$ cat src/rtl/adc_cmd_responder.sv
// adc_cmd_responder: stand-in for the MAX10 modular-ADC core on its
// command/response streaming interface. Each accepted command is answered
// CONV_CYCLES clocks later by a one-cycle response beat with predictable data.
// The block holds one conversion slot and a one-entry command buffer, so a
// second command can be accepted while a conversion is running.
// Optional build macro: ADC_RESPONDER_NOISE_EN adds a 16-bit Galois LFSR whose
// low two bits are XORed into the sequence-counter data.
module adc_cmd_responder #(
    parameter int unsigned CONV_CYCLES  = 20,      // legal range 2..255
    parameter logic [11:0] TEMP_CODE    = 12'h6A5,
    parameter int unsigned TEMP_CHANNEL = 17
) (
    input  logic        CLK,
    input  logic        RESETn,
    input  logic        pll_locked,
    input  logic        command_valid,
    input  logic [4:0]  command_channel,
    input  logic        command_startofpacket,
    input  logic        command_endofpacket,
    output logic        command_ready,
    output logic        response_valid,
    output logic [4:0]  response_channel,
    output logic [11:0] response_data,
    output logic        response_startofpacket,
    output logic        response_endofpacket
);

    localparam logic [7:0] CNT_LOAD = 8'(CONV_CYCLES - 1);
    localparam logic [4:0] TEMP_CH  = 5'(TEMP_CHANNEL);

    typedef enum logic [1:0] {
        IDLE = 2'd0,
        CONV = 2'd1,
        RESP = 2'd2
    } state_t;

    state_t      state_q, state_d;
    logic [7:0]  cnt_q, cnt_d;

    // Conversion slot: the command currently being converted.
    logic [4:0]  slot_ch_q;
    logic        slot_sop_q, slot_eop_q;

    // One-entry buffer for a command accepted during a conversion.
    logic [4:0]  buf_ch_q;
    logic        buf_sop_q, buf_eop_q;
    logic        buf_full_q;

    logic [6:0]  seq_cnt_q;
    logic        run_q;

    logic        accept;
    logic        load_slot_cmd, load_slot_buf, load_buf, clr_buf;
    logic        resp_start;
    logic        slot_is_seq;
    logic [11:0] resp_data_d;

`ifdef ADC_RESPONDER_NOISE_EN
    logic [15:0] lfsr_q, lfsr_d;
`endif

    // run_q keeps command_ready low while reset is held and for the
    // first edge after release.
    assign command_ready = pll_locked && run_q && !buf_full_q;
    assign accept        = command_valid && command_ready;
    assign resp_start    = (state_q == CONV) && (cnt_q == 8'd0);
    assign slot_is_seq   = (slot_ch_q < TEMP_CH);

    // Reset-release flag that gates command acceptance.
    always_ff @(posedge CLK or negedge RESETn) begin
        if (!RESETn) begin
            // NOTE: every clocked register uses <= so all flops update from
            // the same pre-edge values; = here would create ordering races.
            run_q <= 1'b0;
        end else begin
            run_q <= 1'b1;
        end
    end

    // FSM state and conversion-countdown register.
    always_ff @(posedge CLK or negedge RESETn) begin
        if (!RESETn) begin
            state_q <= IDLE;
            cnt_q   <= 8'd0;
        end else begin
            state_q <= state_d;
            cnt_q   <= cnt_d;
        end
    end

    // Next-state logic and slot/buffer load controls.
    always_comb begin
        // NOTE: every output of this block gets a default first, so no path
        // leaves a variable unassigned and no latch is inferred.
        state_d       = state_q;
        cnt_d         = cnt_q;
        load_slot_cmd = 1'b0;
        load_slot_buf = 1'b0;
        load_buf      = 1'b0;
        clr_buf       = 1'b0;
        unique case (state_q)
            IDLE: begin
                if (accept) begin
                    state_d       = CONV;
                    cnt_d         = CNT_LOAD;
                    load_slot_cmd = 1'b1;
                end
            end
            CONV: begin
                // command_ready is low while the buffer is full, so an
                // accept here always finds the buffer empty.
                if (accept) begin
                    load_buf = 1'b1;
                end
                if (cnt_q == 8'd0) begin
                    state_d = RESP;
                end else begin
                    cnt_d = cnt_q - 8'd1;
                end
            end
            RESP: begin
                if (buf_full_q) begin
                    state_d       = CONV;
                    cnt_d         = CNT_LOAD;
                    load_slot_buf = 1'b1;
                    clr_buf       = 1'b1;
                end else if (accept) begin
                    state_d       = CONV;
                    cnt_d         = CNT_LOAD;
                    load_slot_cmd = 1'b1;
                end else begin
                    state_d = IDLE;
                end
            end
            default: begin
                state_d = IDLE;
            end
        endcase
    end

    // Conversion slot and command buffer storage.
    always_ff @(posedge CLK or negedge RESETn) begin
        if (!RESETn) begin
            slot_ch_q  <= 5'd0;
            slot_sop_q <= 1'b0;
            slot_eop_q <= 1'b0;
            buf_ch_q   <= 5'd0;
            buf_sop_q  <= 1'b0;
            buf_eop_q  <= 1'b0;
            buf_full_q <= 1'b0;
        end else begin
            if (load_slot_cmd) begin
                slot_ch_q  <= command_channel;
                slot_sop_q <= command_startofpacket;
                slot_eop_q <= command_endofpacket;
            end else if (load_slot_buf) begin
                slot_ch_q  <= buf_ch_q;
                slot_sop_q <= buf_sop_q;
                slot_eop_q <= buf_eop_q;
            end
            if (load_buf) begin
                buf_ch_q   <= command_channel;
                buf_sop_q  <= command_startofpacket;
                buf_eop_q  <= command_endofpacket;
                buf_full_q <= 1'b1;
            end else if (clr_buf) begin
                buf_full_q <= 1'b0;
            end
        end
    end

`ifdef ADC_RESPONDER_NOISE_EN
    // Galois LFSR, x^16+x^14+x^13+x^11+1, free-running every clock.
    assign lfsr_d = {1'b0, lfsr_q[15:1]} ^ (lfsr_q[0] ? 16'hB400 : 16'h0000);

    always_ff @(posedge CLK or negedge RESETn) begin
        if (!RESETn) begin
            lfsr_q <= 16'hACE1;
        end else begin
            lfsr_q <= lfsr_d;
        end
    end
`endif

    // Response data for the channel in the conversion slot. With noise
    // enabled, lfsr_d is the LFSR value visible during the RESP cycle.
    always_comb begin
        resp_data_d = {slot_ch_q, seq_cnt_q};
        if (slot_ch_q == TEMP_CH) begin
            resp_data_d = TEMP_CODE;
        end else if (slot_ch_q > TEMP_CH) begin
            resp_data_d = 12'h000;
        end else begin
`ifdef ADC_RESPONDER_NOISE_EN
            resp_data_d[1:0] = seq_cnt_q[1:0] ^ lfsr_d[1:0];
`else
            resp_data_d[1:0] = seq_cnt_q[1:0];
`endif
        end
    end

    // Sequence counter advances after each RESP for ordinary channels.
    always_ff @(posedge CLK or negedge RESETn) begin
        if (!RESETn) begin
            seq_cnt_q <= 7'd0;
        end else if ((state_q == RESP) && slot_is_seq) begin
            seq_cnt_q <= seq_cnt_q + 7'd1;
        end
    end

    // Response beat registers; fields hold between beats.
    always_ff @(posedge CLK or negedge RESETn) begin
        if (!RESETn) begin
            response_valid         <= 1'b0;
            response_channel       <= 5'd0;
            response_data          <= 12'h000;
            response_startofpacket <= 1'b0;
            response_endofpacket   <= 1'b0;
        end else begin
            response_valid <= resp_start;
            if (resp_start) begin
                response_channel       <= slot_ch_q;
                response_data          <= resp_data_d;
                response_startofpacket <= slot_sop_q;
                response_endofpacket   <= slot_eop_q;
            end
        end
    end

endmodule

$ cat config.mk
export PLATFORM = sky130hd
export DESIGN_NAME = adc_cmd_responder
export DESIGN_NICKNAME = d
export VERILOG_FILES = /design/src/rtl/adc_cmd_responder.sv
export SDC_FILE = /design/constraint.sdc
export NUM_CORES = 1
export LEC_CHECK = 0
export BUFFER_PORTS_ARGS = -buffer_cell sky130_fd_sc_hd__buf_4
export CAP_MARGIN = 25
export CORE_UTILIZATION = 55
export DETAILED_ROUTE_END_ITERATION = 8
export PLACE_DENSITY = 0.76
export SLEW_MARGIN = 40
export SYNTH_ARGS = -nofsm -noshare
export SYNTH_HDL_FRONTEND = slang
export SYNTH_SLANG_ARGS = --single-unit
$ cat constraint.sdc
create_clock -name CLK -period 4.7 [get_ports CLK]
set_clock_uncertainty 0.15 [all_clocks]
set_input_delay 1.41 -clock CLK [delete_from_list [all_inputs] [get_ports CLK]]
set_output_delay 1.41 -clock CLK [all_outputs]
set_load 0.01 [all_outputs]
==> impl_results.md <==
- Share of the synthesized area in the top cell type: 52.8%
- Synth top cells by count: dfrtp_1 (53), nand2_1 (52), o21ai_0 (10)
- Worst setup EP type: output port
- Post-Syn Instances: 242
- Die Y: ~70 um
- Status: completed
- Min cycle time layout: 3.39 ns
- Final Hold Vio Count: 0
- Max-cap check violation count: 0
- Setup violators final: 0
- Core Region: 4380 um2
- CP most frequent cell: buf_4
- Root Driver: clkbuf_8
- Antenna violations before repair: 0
- Fraction of layout cells with a size suffix above 1: 19.9%
- Synth area leader: dfrtp_1
- Diode count: 0
- Routed WL: 4500 um
- Worst R2R Start: cnt_q[0]
- CTS tree: built
- Synth top area cells: dfrtp_1 (53%), nand2_1 (7.8%), ha_1 (3.5%)
- Nets@finish: 289
- Post-CTS resize count: 0
- Cell area after synthesis: 2510 um2
- WL per Instance: 13.9 um
- Most frequent cell after synthesis: dfrtp_1
- Number of synthesized flops with an enable pin: 0
- PD cells: 251 nW/um2
- CTS Buffer Depth: 2
- Buffer and inverter count on the worst path: 2
- Crit-path cells: buf_4 > and3_1 > buf_4
- Pin count of the biggest net entering global routing: between 50 and 60
- Remaining global-route overflow: 0
- FMAX: about 0.29 GHz
- Post-CTS Setup Inserts: 0
- Crit path max-delay family: buffers and inverters
- Internal reg-to-reg setup slack: roughly 2.4 ns
- Total negative slack: 0 ns
- Std-Cell Rows: 24
- Min-Delay Path Class: reg2reg
- RSZ-0062 raised after global routing: false
- Pleak: 0.00146 uW
- Port Buffer Count: 31
- CTS H-tree depth: 2
- Hold slack: 0.326 ns
- Slew Limit Fails: 0
- Dpl hpwl: 3160 um
- Syn-to-layout area delta: 13.6%
- Clock Pin Slew Worst Setup and Hold Paths: 0.08 ns
- Die area: 4840 um2
- # IOs: 32
- Worst r2r dst: cnt_q[1]
- Required @ worst endpoint: 3.14 ns
- Hold Crit Start: seq_cnt_q[6]
- TritonCTS Buffers: 5
- Netlist cell types: 54
- Global-route wire length before repair: 7690 um
- Asr flop ratio synth: 100%
- Slew @ Worst Pin: roughly 0.74 ns
- #FFs+latches synth: 53
- Vias per inst: 5.56
- CTS hold repair buffers: 0
- Later-pin clock latency in the skew report: 0.30 ns
- Final ANT Viol Nets: 0
- Synthesized area per cell: between 10 and 15 um2
- Synth Net Count: 260
- DRC errors left: 0
- Max transition margin: 50.2%
- Worst setup SP type: primary input
- Gpl congestion: roughly 0.82
- Vias: 1,802
- Crit path DAT: 1.83 ns
- CP Max Fanout: 3
- GRT Total Usage: ~20%
- Worst VDD drop: 0.195 mV
- Synth Flop Type: dfrtp_1
- Seq/Total Area, Yosys: 52.8%
- Initial core utilization: between 50% and 60%
- WHS Endpoint: seq_cnt_q[6]
- R2R cell count: 8
- Vias in the first global route: 1,711
- Yosys warns: 0
- Slowest stage delay, CP: around 0.17 ns
- Die W: 69.6 um
- Clk sinks: 53
- Final Cycle Share: 72.2%
- DR pass1 iterations: 4
- Iter 0 DRT Violations: 96
- Worst Hold Depth: 1
- Fill count: 359
- Critical path class: in2out
- Critical path's slowest cell: and3_1
flip-flops by register name, summed over array words and instances, names as in the netlist:
signal / flops
response_data: 12
cnt_q: 8
seq_cnt_q: 7
buf_ch_q: 5
response_channel: 5
slot_ch_q: 5
state_q: 2
buf_eop_q: 1
buf_full_q: 1
buf_sop_q: 1
response_endofpacket: 1
response_startofpacket: 1
response_valid: 1
run_q: 1
slot_eop_q: 1
slot_sop_q: 1
cell usage in the layout (no fill, tap or decap), types with 2 or more instances in the layout:
cell type,Yosys,routed
o41ai_1,2,2
a21oi_1,9,9
o21ai_1,6,6
xnor2_1,6,6
nand4_1,2,2
and4_1,2,2
or3_1,2,2
buf_4,0,32
a22o_1,3,3
dfrtp_1,53,53
nand2b_1,2,2
ha_1,7,7
inv_1,9,9
nor2_1,8,8
o31ai_1,3,3
clkbuf_1,6,2
o21ai_0,10,10
nand3_1,8,8
mux2_2,7,7
nand2_1,52,52
and3_1,2,2
mux2i_1,7,7
a21o_1,2,2
o211ai_1,2,2
clkbuf_8,0,5
worst max-delay path by stage:
| stage | startpoint | endpoint | depth (start not counted) | slack (ns) |
|---|---|---|---|---|
| floorplan | pll_locked | command_ready | 1 | 1.54 |
| global placement | pll_locked | command_ready | 3 | 1.31 |
| detailed placement | pll_locked | command_ready | 3 | 1.31 |
| CTS | pll_locked | command_ready | 3 | 1.31 |
| global route | pll_locked | command_ready | 3 | 1.29 |
| finish | pll_locked | command_ready | 3 | 1.31 |
metal layers:
layer | up-vias | track usage [%] | wire [um]
met2 | 30 | 33.2 | 2230
met1 | 869 | 27.0 | 2090
met4 | 0 | 5.44 | 42
met3 | 5 | 4.94 | 146
li1 | 898 | - | -
met5 | - | 0 | 0
where the power goes:
part / switching (uW) / internal [uW] / total, uW
sequential: 0.321 / 456 / 456
combinational: 10.5 / 5.39 / 15.9
clock: 138 / 106 / 244
area by class of cell:
class / count / area [um2] / share of cell area [%]
Clock buffer: 7 / 76.3 / 2.68
Clock inverter: 1 / 7.51 / 0.263
Inverter: 10 / 37.5 / 1.32
Multi-Input combinational cell: 169 / 1100 / 38.6
Sequential cell: 53 / 1330 / 46.5
Tap cell: 52 / 65.1 / 2.28
Timing Repair Buffer: 32 / 240 / 8.42
per-stage QoR:
stage	area [um2]	setup slack (ns)	power [uW]	cells	util, %
after floorplan	2510	1.54	466	242	-
final	2850	1.31	716	324	65.1
after global routing	2850	1.29	745	324	65.1
after global placement	2770	1.31	482	316	63.2
after CTS	2850	1.31	728	324	65.1
after detailed placement	2770	1.31	482	316	63.2
cells by family (layout without fill, tap and decap cells):
logic type / Yosys count / count (layout) / synth area share, %
multiplexers: 16 / 16 / 6.98
AO/OA/AOI/OAI: 49 / 49 / 13.6
other: 1 / 1 / 0.149
AND/OR/NAND/NOR: 90 / 90 / 17.5
XOR/XNOR: 6 / 6 / 2.09
adder cells (fa/ha/maj): 7 / 7 / 3.49
flip-flops: 53 / 53 / 52.8
buffers and inverters: 20 / 50 / 3.39
No activity file was read; power rests on OpenSTA's default activity.
